[config.mk]
export PLATFORM = sky130hd
export DESIGN_NAME = shifter_input_deser_flat
export DESIGN_NICKNAME = d
export VERILOG_FILES = /design/src/rtl/shifter_input_deser_pkg.sv /design/src/rtl/shifter_input_deser_if.sv /design/src/rtl/shifter_input_deser_frame_counter.sv /design/src/rtl/shifter_input_deser.sv /design/src/flat_wrapper.sv
export SDC_FILE = /design/constraint.sdc
export NUM_CORES = 1
export LEC_CHECK = 0
export BUFFER_PORTS_ARGS = -buffer_cell sky130_fd_sc_hd__buf_2
export CAP_MARGIN = 10
export CELL_PAD_IN_SITES_DETAIL_PLACEMENT = 0
export CELL_PAD_IN_SITES_GLOBAL_PLACEMENT = 1
export CORE_MARGIN = 2
export CORE_UTILIZATION = 30
export CTS_CLUSTER_SIZE = 40
export DETAILED_ROUTE_END_ITERATION = 6
export PLACE_DENSITY = 0.6
export RECOVER_POWER = 25
export SYNTH_ARGS = -nofsm -noshare
export SYNTH_HDL_FRONTEND = slang
export SYNTH_SLANG_ARGS = --single-unit
[constraint.sdc]
create_clock -name DATA_CLK -period 4.9 [get_ports DATA_CLK]
set_input_delay 0.245 -clock DATA_CLK [delete_from_list [all_inputs] [get_ports DATA_CLK]]
set_output_delay 0.245 -clock DATA_CLK [all_outputs]
set_load 0.05 [all_outputs]
[src/rtl/shifter_input_deser_pkg.sv]
// Shared definitions for the shift-chain error serial link.
// The transmitter imports the same package, so both ends agree on the
// frame length and the framer state encoding.
package shifter_input_deser_pkg;

  localparam int WORD_W_DEF    = 12;  // bits per error word
  localparam int NUM_WORDS_DEF = 2;   // words per frame
  localparam int FCNT_W_DEF    = 16;  // received-frame counter width
  localparam int FRAME_W       = WORD_W_DEF * NUM_WORDS_DEF;

  typedef enum logic {
    ST_HUNT = 1'b0,  // waiting for SYNC
    ST_RECV = 1'b1   // collecting frame bits
  } state_e;

  // Width of a bit index that can address every bit of a frame.
  function automatic int idx_w(input int frame_w);
    return (frame_w > 1) ? $clog2(frame_w) : 1;
  endfunction

endpackage

[src/rtl/shifter_input_deser_if.sv]
// Link/readout bundle of the shift-chain error deserializer.
//   slave  : deserializer side (takes DATA_IN/SYNC, drives readout outputs)
//   master : fixture side (drives DATA_IN/SYNC, observes readout outputs)
interface shifter_input_deser_if #(
  parameter int WORD_W = 12,
  parameter int FCNT_W = 16
);
  logic              DATA_IN;
  logic              SYNC;
  logic [WORD_W-1:0] SHIFT_ERROR0_RX;
  logic [WORD_W-1:0] SHIFT_ERROR1_RX;
  logic              FRAME_VALID;
  logic              LOCKED;
  logic              SYNC_ERROR;
  logic [FCNT_W-1:0] FRAME_COUNT;

  modport slave (
    input  DATA_IN, SYNC,
    output SHIFT_ERROR0_RX, SHIFT_ERROR1_RX, FRAME_VALID, LOCKED,
           SYNC_ERROR, FRAME_COUNT
  );

  modport master (
    output DATA_IN, SYNC,
    input  SHIFT_ERROR0_RX, SHIFT_ERROR1_RX, FRAME_VALID, LOCKED,
           SYNC_ERROR, FRAME_COUNT
  );
endinterface

[src/rtl/shifter_input_deser_frame_counter.sv]
// Frame bit index counter.
//   clk, rst_n : clock, async active-low reset
//   adv        : step the index this edge (framer is receiving)
//   restart    : SYNC seen; this edge holds bit 0, so the index goes to 1
//   idx        : index of the bit sampled on the coming edge
//   last       : this edge samples the final bit of a frame (not on restart)
module shifter_frame_counter
  import shifter_input_deser_pkg::*;
#(
  parameter int FW    = FRAME_W,
  parameter int IDX_W = idx_w(FW)
) (
  input  logic             clk,
  input  logic             rst_n,
  input  logic             adv,
  input  logic             restart,
  output logic [IDX_W-1:0] idx,
  output logic             last
);

  logic [IDX_W-1:0] idx_q, idx_d;
  logic             at_end;

  assign at_end = (idx_q == IDX_W'(FW - 1));

  always_comb begin
    idx_d = idx_q;
    if (restart)  idx_d = IDX_W'(1);
    else if (adv) idx_d = at_end ? '0 : idx_q + IDX_W'(1);
  end

  always_ff @(posedge clk or negedge rst_n) begin
    if (!rst_n) idx_q <= '0;
    else        idx_q <= idx_d;
  end

  assign idx  = idx_q;
  assign last = adv && !restart && at_end;

endmodule

[src/rtl/shifter_input_deser.sv]
// Receive end of the shift-chain error serial link.
// Rebuilds SHIFT_ERROR0/SHIFT_ERROR1 (LSB first, word 0 first) from a
// 1-bit stream and presents them with a one-cycle FRAME_VALID strobe.
//   DATA_CLK : bit clock, everything on the rising edge
//   RST      : async active-low reset
//   link     : DATA_IN/SYNC in; RX words, FRAME_VALID, LOCKED,
//              SYNC_ERROR (sticky), FRAME_COUNT (saturating) out
module shifter_input_deser
  import shifter_input_deser_pkg::*;
#(
  parameter int WORD_W    = WORD_W_DEF,
  parameter int NUM_WORDS = NUM_WORDS_DEF,
  parameter int FCNT_W    = FCNT_W_DEF
) (
  input  logic                 DATA_CLK,
  input  logic                 RST,
  shifter_input_deser_if.slave link
);

  localparam int FW    = WORD_W * NUM_WORDS;
  localparam int IDX_W = idx_w(FW);

  logic             clk, rst_n;
  assign clk   = DATA_CLK;
  assign rst_n = RST;

  state_e           state_q, state_d;
  logic [IDX_W-1:0] idx;
  logic             last, adv, restart, in_recv, sync_err_evt;

  logic [FW-1:0]     sh_q, sh_d;
  logic [WORD_W-1:0] rx0_q, rx0_d, rx1_q, rx1_d;
  logic              fv_q, fv_d, lock_q, lock_d, serr_q, serr_d;
  logic [FCNT_W-1:0] fcnt_q, fcnt_d;

  // ---- FSM: state register ----
  always_ff @(posedge clk or negedge rst_n) begin
    if (!rst_n) state_q <= ST_HUNT;
    else        state_q <= state_d;
  end

  // ---- FSM: next state (RECV is free-running once entered) ----
  always_comb begin
    state_d = state_q;
    if (state_q == ST_HUNT && link.SYNC) state_d = ST_RECV;
  end

  // ---- FSM: outputs ----
  always_comb begin
    in_recv = (state_q == ST_RECV);
    adv     = in_recv;
    restart = link.SYNC;
  end

  shifter_frame_counter #(.FW(FW), .IDX_W(IDX_W)) u_cnt (
    .clk     (clk),
    .rst_n   (rst_n),
    .adv     (adv),
    .restart (restart),
    .idx     (idx),
    .last    (last)
  );

  // SYNC at idx 0 is simply the expected frame start; anywhere else it
  // means the previous partial frame was misaligned.
  assign sync_err_evt = in_recv && link.SYNC && (idx != '0);

  always_comb begin
    sh_d = sh_q;
    if (link.SYNC) begin
      sh_d    = '0;
      sh_d[0] = link.DATA_IN;
    end else if (in_recv) begin
      sh_d[idx] = link.DATA_IN;
    end

    // Load from sh_d so the final bit sampled this edge is included.
    rx0_d = rx0_q;
    rx1_d = rx1_q;
    if (last) begin
      rx0_d = sh_d[WORD_W-1:0];
      rx1_d = sh_d[2*WORD_W-1:WORD_W];
    end

    fv_d = last;

    lock_d = lock_q;
    if (last)              lock_d = 1'b1;
    else if (sync_err_evt) lock_d = 1'b0;

    serr_d = serr_q | sync_err_evt;

    fcnt_d = fcnt_q;
    if (last && (fcnt_q != '1)) fcnt_d = fcnt_q + FCNT_W'(1);
  end

  always_ff @(posedge clk or negedge rst_n) begin
    if (!rst_n) begin
      sh_q   <= '0;
      rx0_q  <= '0;
      rx1_q  <= '0;
      fv_q   <= 1'b0;
      lock_q <= 1'b0;
      serr_q <= 1'b0;
      fcnt_q <= '0;
    end else begin
      sh_q   <= sh_d;
      rx0_q  <= rx0_d;
      rx1_q  <= rx1_d;
      fv_q   <= fv_d;
      lock_q <= lock_d;
      serr_q <= serr_d;
      fcnt_q <= fcnt_d;
    end
  end

  assign link.SHIFT_ERROR0_RX = rx0_q;
  assign link.SHIFT_ERROR1_RX = rx1_q;
  assign link.FRAME_VALID     = fv_q;
  assign link.LOCKED          = lock_q;
  assign link.SYNC_ERROR      = serr_q;
  assign link.FRAME_COUNT     = fcnt_q;

endmodule
[src/flat_wrapper.sv]
// flat-port wrapper written by rule: the top's interface ports become plain ports
module shifter_input_deser_flat import shifter_input_deser_pkg::*;
#(
  parameter int WORD_W    = WORD_W_DEF,
  parameter int NUM_WORDS = NUM_WORDS_DEF,
  parameter int FCNT_W    = FCNT_W_DEF
)
  (DATA_CLK, RST, link_DATA_IN, link_SYNC, link_SHIFT_ERROR0_RX, link_SHIFT_ERROR1_RX, link_FRAME_VALID, link_LOCKED, link_SYNC_ERROR, link_FRAME_COUNT);
  shifter_input_deser_if #(.WORD_W(WORD_W), .FCNT_W(FCNT_W)) link_i ();
  input  logic DATA_CLK;
  input  logic RST;
  input wire logic [$bits(link_i.DATA_IN)-1:0] link_DATA_IN;
  input wire logic [$bits(link_i.SYNC)-1:0] link_SYNC;
  output wire logic [$bits(link_i.SHIFT_ERROR0_RX)-1:0] link_SHIFT_ERROR0_RX;
  output wire logic [$bits(link_i.SHIFT_ERROR1_RX)-1:0] link_SHIFT_ERROR1_RX;
  output wire logic [$bits(link_i.FRAME_VALID)-1:0] link_FRAME_VALID;
  output wire logic [$bits(link_i.LOCKED)-1:0] link_LOCKED;
  output wire logic [$bits(link_i.SYNC_ERROR)-1:0] link_SYNC_ERROR;
  output wire logic [$bits(link_i.FRAME_COUNT)-1:0] link_FRAME_COUNT;
  assign link_i.DATA_IN = link_DATA_IN;
  assign link_i.SYNC = link_SYNC;
  assign link_SHIFT_ERROR0_RX = link_i.SHIFT_ERROR0_RX;
  assign link_SHIFT_ERROR1_RX = link_i.SHIFT_ERROR1_RX;
  assign link_FRAME_VALID = link_i.FRAME_VALID;
  assign link_LOCKED = link_i.LOCKED;
  assign link_SYNC_ERROR = link_i.SYNC_ERROR;
  assign link_FRAME_COUNT = link_i.FRAME_COUNT;
  shifter_input_deser #(.WORD_W(WORD_W), .NUM_WORDS(NUM_WORDS), .FCNT_W(FCNT_W)) u_core (.DATA_CLK(DATA_CLK), .RST(RST), .link(link_i));
endmodule
==> results of run 1 <==
==> cells by family after synthesis <==
| family | after synthesis | share of synthesized area |
|---|---|---|
| adders and majority gates | 7 | 0.0268 |
| buffers and inverters | 22 | 0.0264 |
| DFF | 73 | 0.560 |
| AOI/OAI and AO/OA | 39 | 0.0640 |
| and+or+nand+nor | 136 | 0.212 |
| muxes | 27 | 0.0839 |
| xor gates and xnor gates | 10 | 0.0268 |
==> where the power goes <==
| group | switching, mW | internal [mW] | total, mW |
|---|---|---|---|
| combinational | 0.0469 | 0.0189 | 0.0658 |
| sequential | 0.00888 | 0.610 | 0.619 |
| clock | 0.232 | 0.290 | 0.522 |
| total | 0.288 | 0.918 | 1.21 |
==> registers in the layout (all words and copies together), names as in the netlist <==
name / flops
u_core.adv: 1
u_core.link.FRAME_COUNT: 16
u_core.link.FRAME_VALID: 1
u_core.link.LOCKED: 1
u_core.link.SHIFT_ERROR0_RX: 12
u_core.link.SHIFT_ERROR1_RX: 12
u_core.link.SYNC_ERROR: 1
u_core.sh_q: 24
u_core.u_cnt.idx: 5
==> critical path, delay by kind of cell, from the launching register on <==
kind	cells	cell delay (ps)
fa+ha+maj	1	260
flops	1	430
mux	1	330
simple gates	3	780
==> cell type report <==
| class | count | area, um^2 | share of cell area |
|---|---|---|---|
| timing repair buffer | 47 | 240 | 0.0626 |
| sequential | 73 | 1830 | 0.476 |
| multi-input combinational | 219 | 1350 | 0.352 |
| tap | 140 | 175 | 0.0456 |
| clock inverter | 6 | 91.3 | 0.0238 |
| clock buffer | 10 | 128 | 0.0332 |
| inverter | 7 | 26.3 | 0.00684 |
==> stage by stage <==
stage                     hold WS, ps  instances  utilization  cell area [um^2]
after floorplan                 -50.6        314            -              3260
after global placement            447        486        0.337              3620
after detailed placement          452        486        0.337              3620
after CTS                        62.7        502        0.357              3840
after global routing              102        502        0.357              3840
final                           -5.94        502        0.357              3840
==> synth_stat cells, types with 2 or more instances <==
cell type and instances:
nor3_1 7, or2_2 2, or3_1 2, nand4_1 3, nand2_1 38, nand3_1 7, nand2b_1 4, nand3b_1 2
nor4_1 3, dfrtp_1 73, ha_1 7, mux2_2 2, clkbuf_1 12, nand3_2 2, and4_1 2, inv_1 7
mux2i_1 24, xor2_1 10, o21ai_0 10, a21oi_1 12, nor2_1 49, a31oi_1 3, buf_2 3, o21ai_1 11
or3b_1 2
==> layer usage <==
layer | wire, um | up-vias | track usage | share of wire
met5 | 0 | - | 0 | 0
met4 | 78 | 0 | 0.0357 | 0.011
met3 | 333 | 7 | 0.0440 | 0.049
met2 | 3200 | 47 | 0.197 | 0.47
met1 | 3210 | 1127 | 0.168 | 0.47
li1 | - | 1156 | - | -
==> path summary, 6_finish.rpt <==
kind                                               end  slack (ps)  depth (start not counted)
setup / recovery            u_core.link.FRAME_COUNT[1]        2990                          5
hold / removal             u_core.link.FRAME_COUNT[13]          -6                          1
setup reg to reg            u_core.link.FRAME_COUNT[1]        2990                          5
hold reg to reg                 u_core.link.SYNC_ERROR         470                          1
max in group asynchronous               u_core.sh_q[0]        4260                          1
min in group DATA_CLK                   u_core.sh_q[8]         400                          2
==> out/results.tsv, run 1 <==
stage	metric	value	unit
clock_tree	# hold bufs at CTS	0	
setup_path	Max FO, Critical Path	5	
logic_synthesis	Mean Syn Cell Area	10.4	um^2
logic_synthesis	Mapped Nets	325	
placement	Routability Congestion	0.791	
logic_synthesis	async set-or-reset flop fraction in the synthesized netlist	1.00	
logic_synthesis	Main synth FF type	dfrtp_1	
pwr	P_leak	1.89	nW
timing	Min Hold Slack	-5.94	ps
setup_path	slowest cell on the critical path	dfrtp_1	
pwr	VDD IR max	0.151	mV
setup_path	critical path startpoint category	register	
drt	Pre-antenna DRT Iters	4	
global_routing	initial antenna violation count	0	
placement	worst slack, placed	2900	ps
timing	final-report hold violation count	2	
floorplan	Row Count	38	
job	Max Cap Violations	0	
drt	via count	2337	
drt	Remaining DRCs	0	
clock_tree	Clk pin slew, worst setup/hold paths	80	ps
global_routing	total grt overflow	0	
layout	# fillers	1167	
setup_path	crit path DAT	2140	ps
setup_path	Worst Path Required	5140	ps
setup_path	CP cell instances	ha_1 > and4_1 > nor4b_4 > nor2_2 > mux2_1	
logic_synthesis	Synth cell types	42	
drt	final WL	6830	um
drt	Detail Route Antenna Nets	0	
floorplan	Ports	47	
logic_synthesis	Synth Warn #	0	
placement	IO buf count	46	
timing	max-slew violation count	0	
floorplan	Die X	108	um
timing	fin crit period	1910	ps
logic_synthesis	Mapped Cells	314	
pwr	total power	1.21	mW
layout	layout net count	368	
clock_tree	CTS sink cnt	73	
setup_path	Setup CP Type	reg -> reg	
timing	crit share post-route	0.390	
timing	maximum clock rate	0.524	GHz
clock_tree	Clock Latency Late Sink	350	ps
clock_tree	Resize count post-CTS	0	
floorplan	Starting Density	0.304	
global_routing	pin count of the biggest net entering global routing	74	
timing	actual slew at the worst max-slew pin	921	ps
clock_tree	H-tree levels	3	
status	failing checks	hold timing	
layout	fraction of layout instances using a drive strength above 1	0.210	
logic_synthesis	leading area contributor after synthesis	dfrtp_1	
global_routing	first-pass GRT wire length	11500	um
floorplan	Die Ht	108	um
global_routing	All-Layer GR Usage	0.127	
setup_path	FF-to-FF Start	u_core.link.FRAME_COUNT[0]	
clock_tree	CTS tree	done	
layout	commonest cells after routing, fill and taps aside	dfrtp_1 (73), nor2_1 (49), buf_2 (45)	
setup_path	CP peak stage delay	430	ps
floorplan	core area	0.0107	mm^2
clock_tree	clock tree buffer depth	2	
timing	setup_tns	0	ps
setup_path	Critical path origin	u_core.link.FRAME_COUNT[0]	
timing	RSZ-0062 raised after global routing	false	
clock_tree	Clock Root Buffer	clkbuf_8	
logic_synthesis	number of synthesized register bits	73	
floorplan	die area	0.0117	mm^2
worst_hold_path	Hold Crit Class	in -> async	
logic_synthesis	EDFF count, synth	0	
timing	setup ws final	2990	ps
layout	diode count	0	
logic_synthesis	share of the synthesized area in the top cell type	0.560	
drt	Avg WL per Cell	13.6	um
drt	vias per inst	4.66	
logic_synthesis	Post-Syn Area	0.00326	mm^2
timing	clk_skew	12.3	ps
status	status	finished with violations	
timing	Slew Limit Headroom	0.386	
layout	Area Overhead vs Synth	17.6	%
clock_tree	total clock buffers created by CTS	9	
global_routing	vias in the first global route	2221	
setup_path	crit end category	register	
clock_tree	postcts setup bufs	0	
timing	Setup Viol. Count Final	0	
logic_synthesis	post-synthesis sequential area ratio	0.560	
pwr	PwrDens	314	mW/mm^2
placement	DP HPWL	4520	um
logic_synthesis	top cells by area, synth	dfrtp_1 (56%), mux2i_1 (7.4%), nor2_1 (5.6%)	
layout	most common cell after layout, fill and taps aside	dfrtp_1	
drt	DRT iter0 DRCs	102	
Note: power is estimated with default switching activity, not from simulation.
==> run 2, diff against run 1 <==
--- a/config.mk
+++ b/config.mk
@@ -13,7 +13,7 @@
 export CORE_UTILIZATION = 30
 export CTS_CLUSTER_SIZE = 40
 export DETAILED_ROUTE_END_ITERATION = 6
-export PLACE_DENSITY = 0.6
+export PLACE_DENSITY = 0.62
 export RECOVER_POWER = 25
 export SYNTH_ARGS = -nofsm -noshare
 export SYNTH_HDL_FRONTEND = slang
==> constraint.sdc (replaced) <==
create_clock -name DATA_CLK -period 1.7 [get_ports DATA_CLK]
set_input_delay 0.085 -clock DATA_CLK [delete_from_list [all_inputs] [get_ports DATA_CLK]]
set_output_delay 0.085 -clock DATA_CLK [all_outputs]
set_load 0.05 [all_outputs]
==> out/results.tsv, run 2 (synthesis results as in run 1) <==
stage	metric	value	unit
status	status	complete, no violations	
global_routing	All-Layer GR Usage	0.133	
layout	commonest cells after routing, fill and taps aside	dfrtp_1 (55), buf_2 (46), nor2_1 (43)	
clock_tree	CTS tree	done	
global_routing	total grt overflow	0	
clock_tree	Clock Root Buffer	clkbuf_8	
clock_tree	Clk pin slew, worst setup/hold paths	90	ps
setup_path	Worst Path Required	1920	ps
setup_path	critical path startpoint category	register	
worst_hold_path	Cells on Worst Hold Path	3	
layout	Final Non-Filler Cells	521	
timing	crit share post-route	0.954	
clock_tree	H-tree levels	3	
global_routing	vias in the first global route	2450	
drt	Remaining DRCs	0	
drt	Pre-antenna DRT Iters	4	
setup_path	CP delay by family, top	simple AND/OR/NAND/NOR gates	
setup_path	crit end category	register	
floorplan	Ports	47	
timing	max-slew violation count	0	
placement	Routability Congestion	0.789	
global_routing	GR Util met3	0.0350	
layout	most common cell after layout, fill and taps aside	dfrtp_1	
clock_tree	CTS sink cnt	73	
timing	fin crit period	1620	ps
layout	layout net count	387	
timing	final-report hold violation count	0	
drt	final WL	7180	um
layout	number of flip-flops in the largest register	24	
setup_path	CP cell instances	ha_4 > and4_4 > nor4b_4 > nor2_2 > mux2_1	
setup_path	Worst Path Buf+Inv	0	
timing	Min Hold Slack	268	ps
setup_path	slowest cell on the critical path	dfrtp_2	
global_routing	initial antenna violation count	0	
floorplan	die area	0.0117	mm^2
floorplan	core area	0.0107	mm^2
global_routing	M1 GR Usage	0.173	
setup_path	reg2reg end	u_core.link.FRAME_COUNT[1]	
timing	setup ws final	77.7	ps
setup_path	Max FO, Critical Path	5	
setup_path	crit path DAT	1850	ps
drt	Detail Route Antenna Nets	0	
setup_path	Worst R2R Path Depth	5	
drt	Avg WL per Cell	13.8	um
placement	placed cell count	500	
job	Max Cap Violations	0	
clock_tree	Clock Latency Late Sink	340	ps
global_routing	pin count of the biggest net entering global routing	74	
placement	worst slack, placed	-20.5	ps
timing	actual slew at the worst max-slew pin	1010	ps
global_routing	first-pass GRT wire length	12100	um
layout	Biggest register	u_core.sh_q	
layout	fraction of layout instances using a drive strength above 1	0.362	
worst_hold_path	Hold Crit Class	in -> reg	
setup_path	Setup CP Type	reg -> reg	
setup_path	FF-to-FF Start	u_core.link.FRAME_COUNT[1]	
timing	clk_skew	13.6	ps
pwr	VDD IR max	0.459	mV
worst_hold_path	Min-Delay Startpoint	link_SYNC	
timing	Slew Limit Headroom	0.324	
floorplan	Die X	108	um
timing	maximum clock rate	0.616	GHz
timing	RSZ-0062 raised after global routing	true	
clock_tree	total clock buffers created by CTS	9	
floorplan	Starting Density	0.304	
floorplan	Die Ht	108	um
worst_hold_path	hold endpoint	u_core.sh_q[9]	
global_routing	met2 Track Usage GR	0.214	
timing	setup_tns	0	ps
drt	DRT iter0 DRCs	112	
global_routing	gr busiest metal	met2	
drt	via count	2398	
setup_path	worst reg2reg setup slack	80	ps
clock_tree	clock tree buffer depth	2	
layout	Area Overhead vs Synth	26.6	%
layout	diode count	0	
setup_path	CP peak stage delay	400	ps
placement	DP HPWL	4760	um
pwr	P_leak	1.95	nW
placement	IO buf count	46	
floorplan	Row Count	38	
pwr	PwrDens	820	mW/mm^2
drt	vias per inst	4.60	
timing	Setup Viol. Count Final	0	
[run 2: cell count changes in the layout (fill, tap and decap cells not counted), sizes merged]
cell | previous run | this run
buf | 47 | 64
clkinv | 3 | 2
clkbuf | 10 | 11
bufinv | 2 | 1
dlygate4sd3 | 0 | 1
clkinvlp | 0 | 2
[run 2: worst max-delay path by stage]
stage / from / end / slack, ps / cells past startpoint
after floorplan: u_core.link.FRAME_COUNT[0] / u_core.link.FRAME_COUNT[1] / -90 / 5
after global placement: u_core.link.FRAME_COUNT[1] / u_core.link.FRAME_COUNT[1] / 20 / 5
after detailed placement: u_core.u_cnt.idx[0] / u_core.link.FRAME_COUNT[4] / -20 / 6
after CTS: u_core.u_cnt.idx[1] / u_core.link.SHIFT_ERROR1_RX[8] / 9 / 7
after global routing: u_core.u_cnt.idx[0] / u_core.link.SHIFT_ERROR1_RX[2] / -50 / 7
final: u_core.link.FRAME_COUNT[1] / u_core.link.FRAME_COUNT[1] / 80 / 5
[run 2: layout make-up]
class,instances,area (um^2)
Inverter,7,26.3
Timing Repair Buffer,66,387
Multi-Input combinational cell,219,1500
Clock inverter,6,67.6
Clock buffer,10,128
Tap cell,140,175
Sequential cell,73,1850
Fill cell,1121,6610
[run 2: worst min-delay path: stages]
cell and delay (ps):
buf_2 120, buf_4 240, nor2_1 130
[run 2: report_power, final]
group,switching [mW],internal (mW)
registers,0.0145,1.76
clock network,0.686,0.684
logic,0.165,0.0815
[run 2: repair_timing]
item,CTS,global route
pin swaps,0,4
hold buffers,1,0
hold endpoints to repair,73,0
gates resized for setup,4,34
buffers inserted,1,3
setup endpoints to repair,7,42
[run 2: per-stage QoR]
step | utilization | power [mW] | cell area, um^2
2_1_floorplan | - | 1.93 | 3310
3_3_place_gp | 0.352 | 2.04 | 3780
3_5_place_dp | 0.352 | 2.04 | 3780
4_1_cts | 0.372 | 3.44 | 4000
5_1_grt | 0.385 | 3.55 | 4130
6_report | 0.385 | 3.39 | 4130
[run 2: routing by layer]
metal  up-vias  share of wire
met4         0          0.011
met1      1155           0.48
met2        42           0.47
li1       1193              -
met3         8          0.037
met5         -              0
==> run 3, diff against run 2 <==
--- a/config.mk
+++ b/config.mk
@@ -13,7 +13,7 @@
 export CORE_UTILIZATION = 30
 export CTS_CLUSTER_SIZE = 40
 export DETAILED_ROUTE_END_ITERATION = 6
-export PLACE_DENSITY = 0.62
+export PLACE_DENSITY = 0.6
 export RECOVER_POWER = 25
 export SYNTH_ARGS = -nofsm -noshare
 export SYNTH_HDL_FRONTEND = slang
==> constraint.sdc (replaced) <==
create_clock -name DATA_CLK -period 1.8 [get_ports DATA_CLK]
set_input_delay 0.09 -clock DATA_CLK [delete_from_list [all_inputs] [get_ports DATA_CLK]]
set_output_delay 0.09 -clock DATA_CLK [all_outputs]
set_load 0.05 [all_outputs]
==> out/results.tsv, run 3 (synthesis results as in run 1) <==
stage	metric	value	unit
status	status	complete, no violations	
drt	via count	2404	
drt	final WL	7070	um
layout	Design Area, Final	0.00404	mm^2
setup_path	crit end category	register	
job	Max Cap Violations	0	
floorplan	Ports	47	
placement	IO buf count	46	
setup_path	worst reg2reg setup slack	80	ps
floorplan	Die Ht	108	um
timing	crit share post-route	0.956	
layout	post-layout util	0.376	
worst_hold_path	Cells on Worst Hold Path	2	
timing	setup ws final	78.5	ps
layout	layout net count	379	
global_routing	first-pass GRT wire length	12000	um
drt	DRT iter0 DRCs	83	
floorplan	Row Count	38	
drt	Remaining DRCs	0	
timing	Setup Viol. Count Final	0	
setup_path	slowest cell on the critical path	dfrtp_2	
drt	Pre-antenna DRT Iters	5	
drt	vias per inst	4.69	
layout	Area Overhead vs Synth	23.7	%
floorplan	die area	0.0117	mm^2
timing	final-report hold violation count	0	
setup_path	Worst Path Required	2020	ps
placement	DP Area	0.00372	mm^2
pwr	Psw	0.805	mW
placement	placed cell count	494	
setup_path	CP cell instances	ha_4 > and4_1 > nor4b_4 > nor2_2 > mux2_1	
layout	Final Non-Filler Cells	513	
setup_path	Setup CP Type	reg -> reg	
pwr	total power	3.46	mW
timing	Min Hold Slack	23.7	ps
global_routing	vias in the first global route	2446	
placement	DP HPWL	4910	um
setup_path	CP peak stage delay	430	ps
floorplan	Die X	108	um
clock_tree	total clock buffers created by CTS	9	
clock_tree	H-tree levels	3	
setup_path	FF-to-FF Start	u_core.link.FRAME_COUNT[0]	
pwr	PwrDens	856	mW/mm^2
setup_path	critical path startpoint category	register	
pwr	Clock power frac	0.456	
pwr	Comb power frac	0.058	
layout	commonest cells after routing, fill and taps aside	dfrtp_1 (56), nor2_1 (49), buf_2 (45)	
timing	max-slew violation count	0	
timing	Slew Limit Headroom	0.372	
drt	Detail Route Antenna Nets	0	
setup_path	Worst R2R Path Depth	5	
timing	maximum clock rate	0.581	GHz
pwr	Sequential Power Share	0.486	
layout	fraction of layout instances using a drive strength above 1	0.303	
clock_tree	Clock Root Buffer	clkbuf_8	
timing	actual slew at the worst max-slew pin	942	ps
pwr	P_leak	1.92	nW
clock_tree	Clock Latency Late Sink	340	ps
layout	Biggest register	u_core.sh_q	
floorplan	Starting Density	0.304	
global_routing	pin count of the biggest net entering global routing	39	
global_routing	initial antenna violation count	0	
timing	fin crit period	1720	ps
pwr	Sw Share	0.233	
layout	number of flip-flops in the largest register	24	
clock_tree	Clk pin slew, worst setup/hold paths	80	ps
pwr	VDD IR max	0.632	mV
worst_hold_path	hold endpoint	u_core.sh_q[7]	
global_routing	total grt overflow	0	
layout	Sequential Area	0.00185	mm^2
floorplan	core area	0.0107	mm^2
placement	worst slack, placed	-40.1	ps
timing	setup_tns	0	ps
drt	Avg WL per Cell	13.8	um
global_routing	All-Layer GR Usage	0.129	
setup_path	reg2reg end	u_core.link.FRAME_COUNT[1]	
clock_tree	CTS sink cnt	73	
setup_path	crit path DAT	1940	ps
clock_tree	clock tree buffer depth	2	
layout	# fillers	1144	
timing	clk_skew	11.1	ps
layout	multi-input logic area	0.00141	mm^2
clock_tree	CTS tree	done	
worst_hold_path	Min-Delay Startpoint	link_SYNC	
layout	most common cell after layout, fill and taps aside	dfrtp_1	
worst_hold_path	Hold Crit Class	in -> reg	
placement	Routability Congestion	0.797	
layout	diode count	0	
setup_path	Max FO, Critical Path	5	
pwr	Int Pwr	2.65	mW
-- run 3: cell types whose count changed in the layout (fill, tap and decap cells not counted), moves of 4 or more --
| cell | delta |
|---|---|
| buf_4 | -8 |
| mux2i_1 | +5 |
| mux2i_2 | -4 |
| nor2_1 | +6 |
| nor2_2 | -4 |
-- run 3: power by group through the flow --
| stage | clock network (mW) | logic [mW] | registers, mW |
|---|---|---|---|
| floorplan | 0 | 0.111 | 1.71 |
| global placement | 0 | 0.204 | 1.71 |
| detailed placement | 0 | 0.205 | 1.71 |
| CTS | 1.62 | 0.207 | 1.68 |
| global route | 1.68 | 0.231 | 1.68 |
| finish | 1.58 | 0.202 | 1.68 |
-- run 3: per-layer routing --
layer  vias up  track usage  wire length (um)
met2        49        0.216              3360
met3         9       0.0313               248
met1      1166        0.164              3340
met4         0       0.0440               120
li1       1180            -                 -
met5         -            0                 0
-- run 3: layout make-up --
class | count | share of cell area
multi-input cells | 219 | 0.349
clock buffers | 10 | 0.0316
repair buffers | 58 | 0.0840
clock inverters | 6 | 0.0285
flip-flops and latches | 73 | 0.458
inverters | 7 | 0.00651
well taps | 140 | 0.0434
-- run 3: worst max-delay path, delay by kind of cell, from the launching register on --
family,cells,cell delay (ps)
and+or+nand+nor,3,700
DFF,1,430
muxes,1,310
adders and majority gates,1,170
-- run 3: worst max-delay path by stage --
stage / slack [ps] / from / end
after floorplan: -10 / u_core.link.FRAME_COUNT[0] / u_core.link.FRAME_COUNT[1]
after global placement: 40 / u_core.u_cnt.idx[0] / u_core.link.FRAME_COUNT[4]
after detailed placement: -40 / u_core.u_cnt.idx[1] / u_core.link.FRAME_COUNT[4]
after CTS: -8 / u_core.u_cnt.idx[1] / u_core.link.FRAME_COUNT[7]
after global routing: -5 / u_core.link.FRAME_COUNT[0] / u_core.link.FRAME_COUNT[1]
final: 80 / u_core.link.FRAME_COUNT[0] / u_core.link.FRAME_COUNT[1]
-- run 3: what timing repair did --
action,4_1_cts,5_1_grt
resized for setup,2,12
endpoints found under the hold margin,35,0
buffers inserted,0,2
hold buffers,1,0
pin swaps,0,2
setup endpoints to repair,2,35
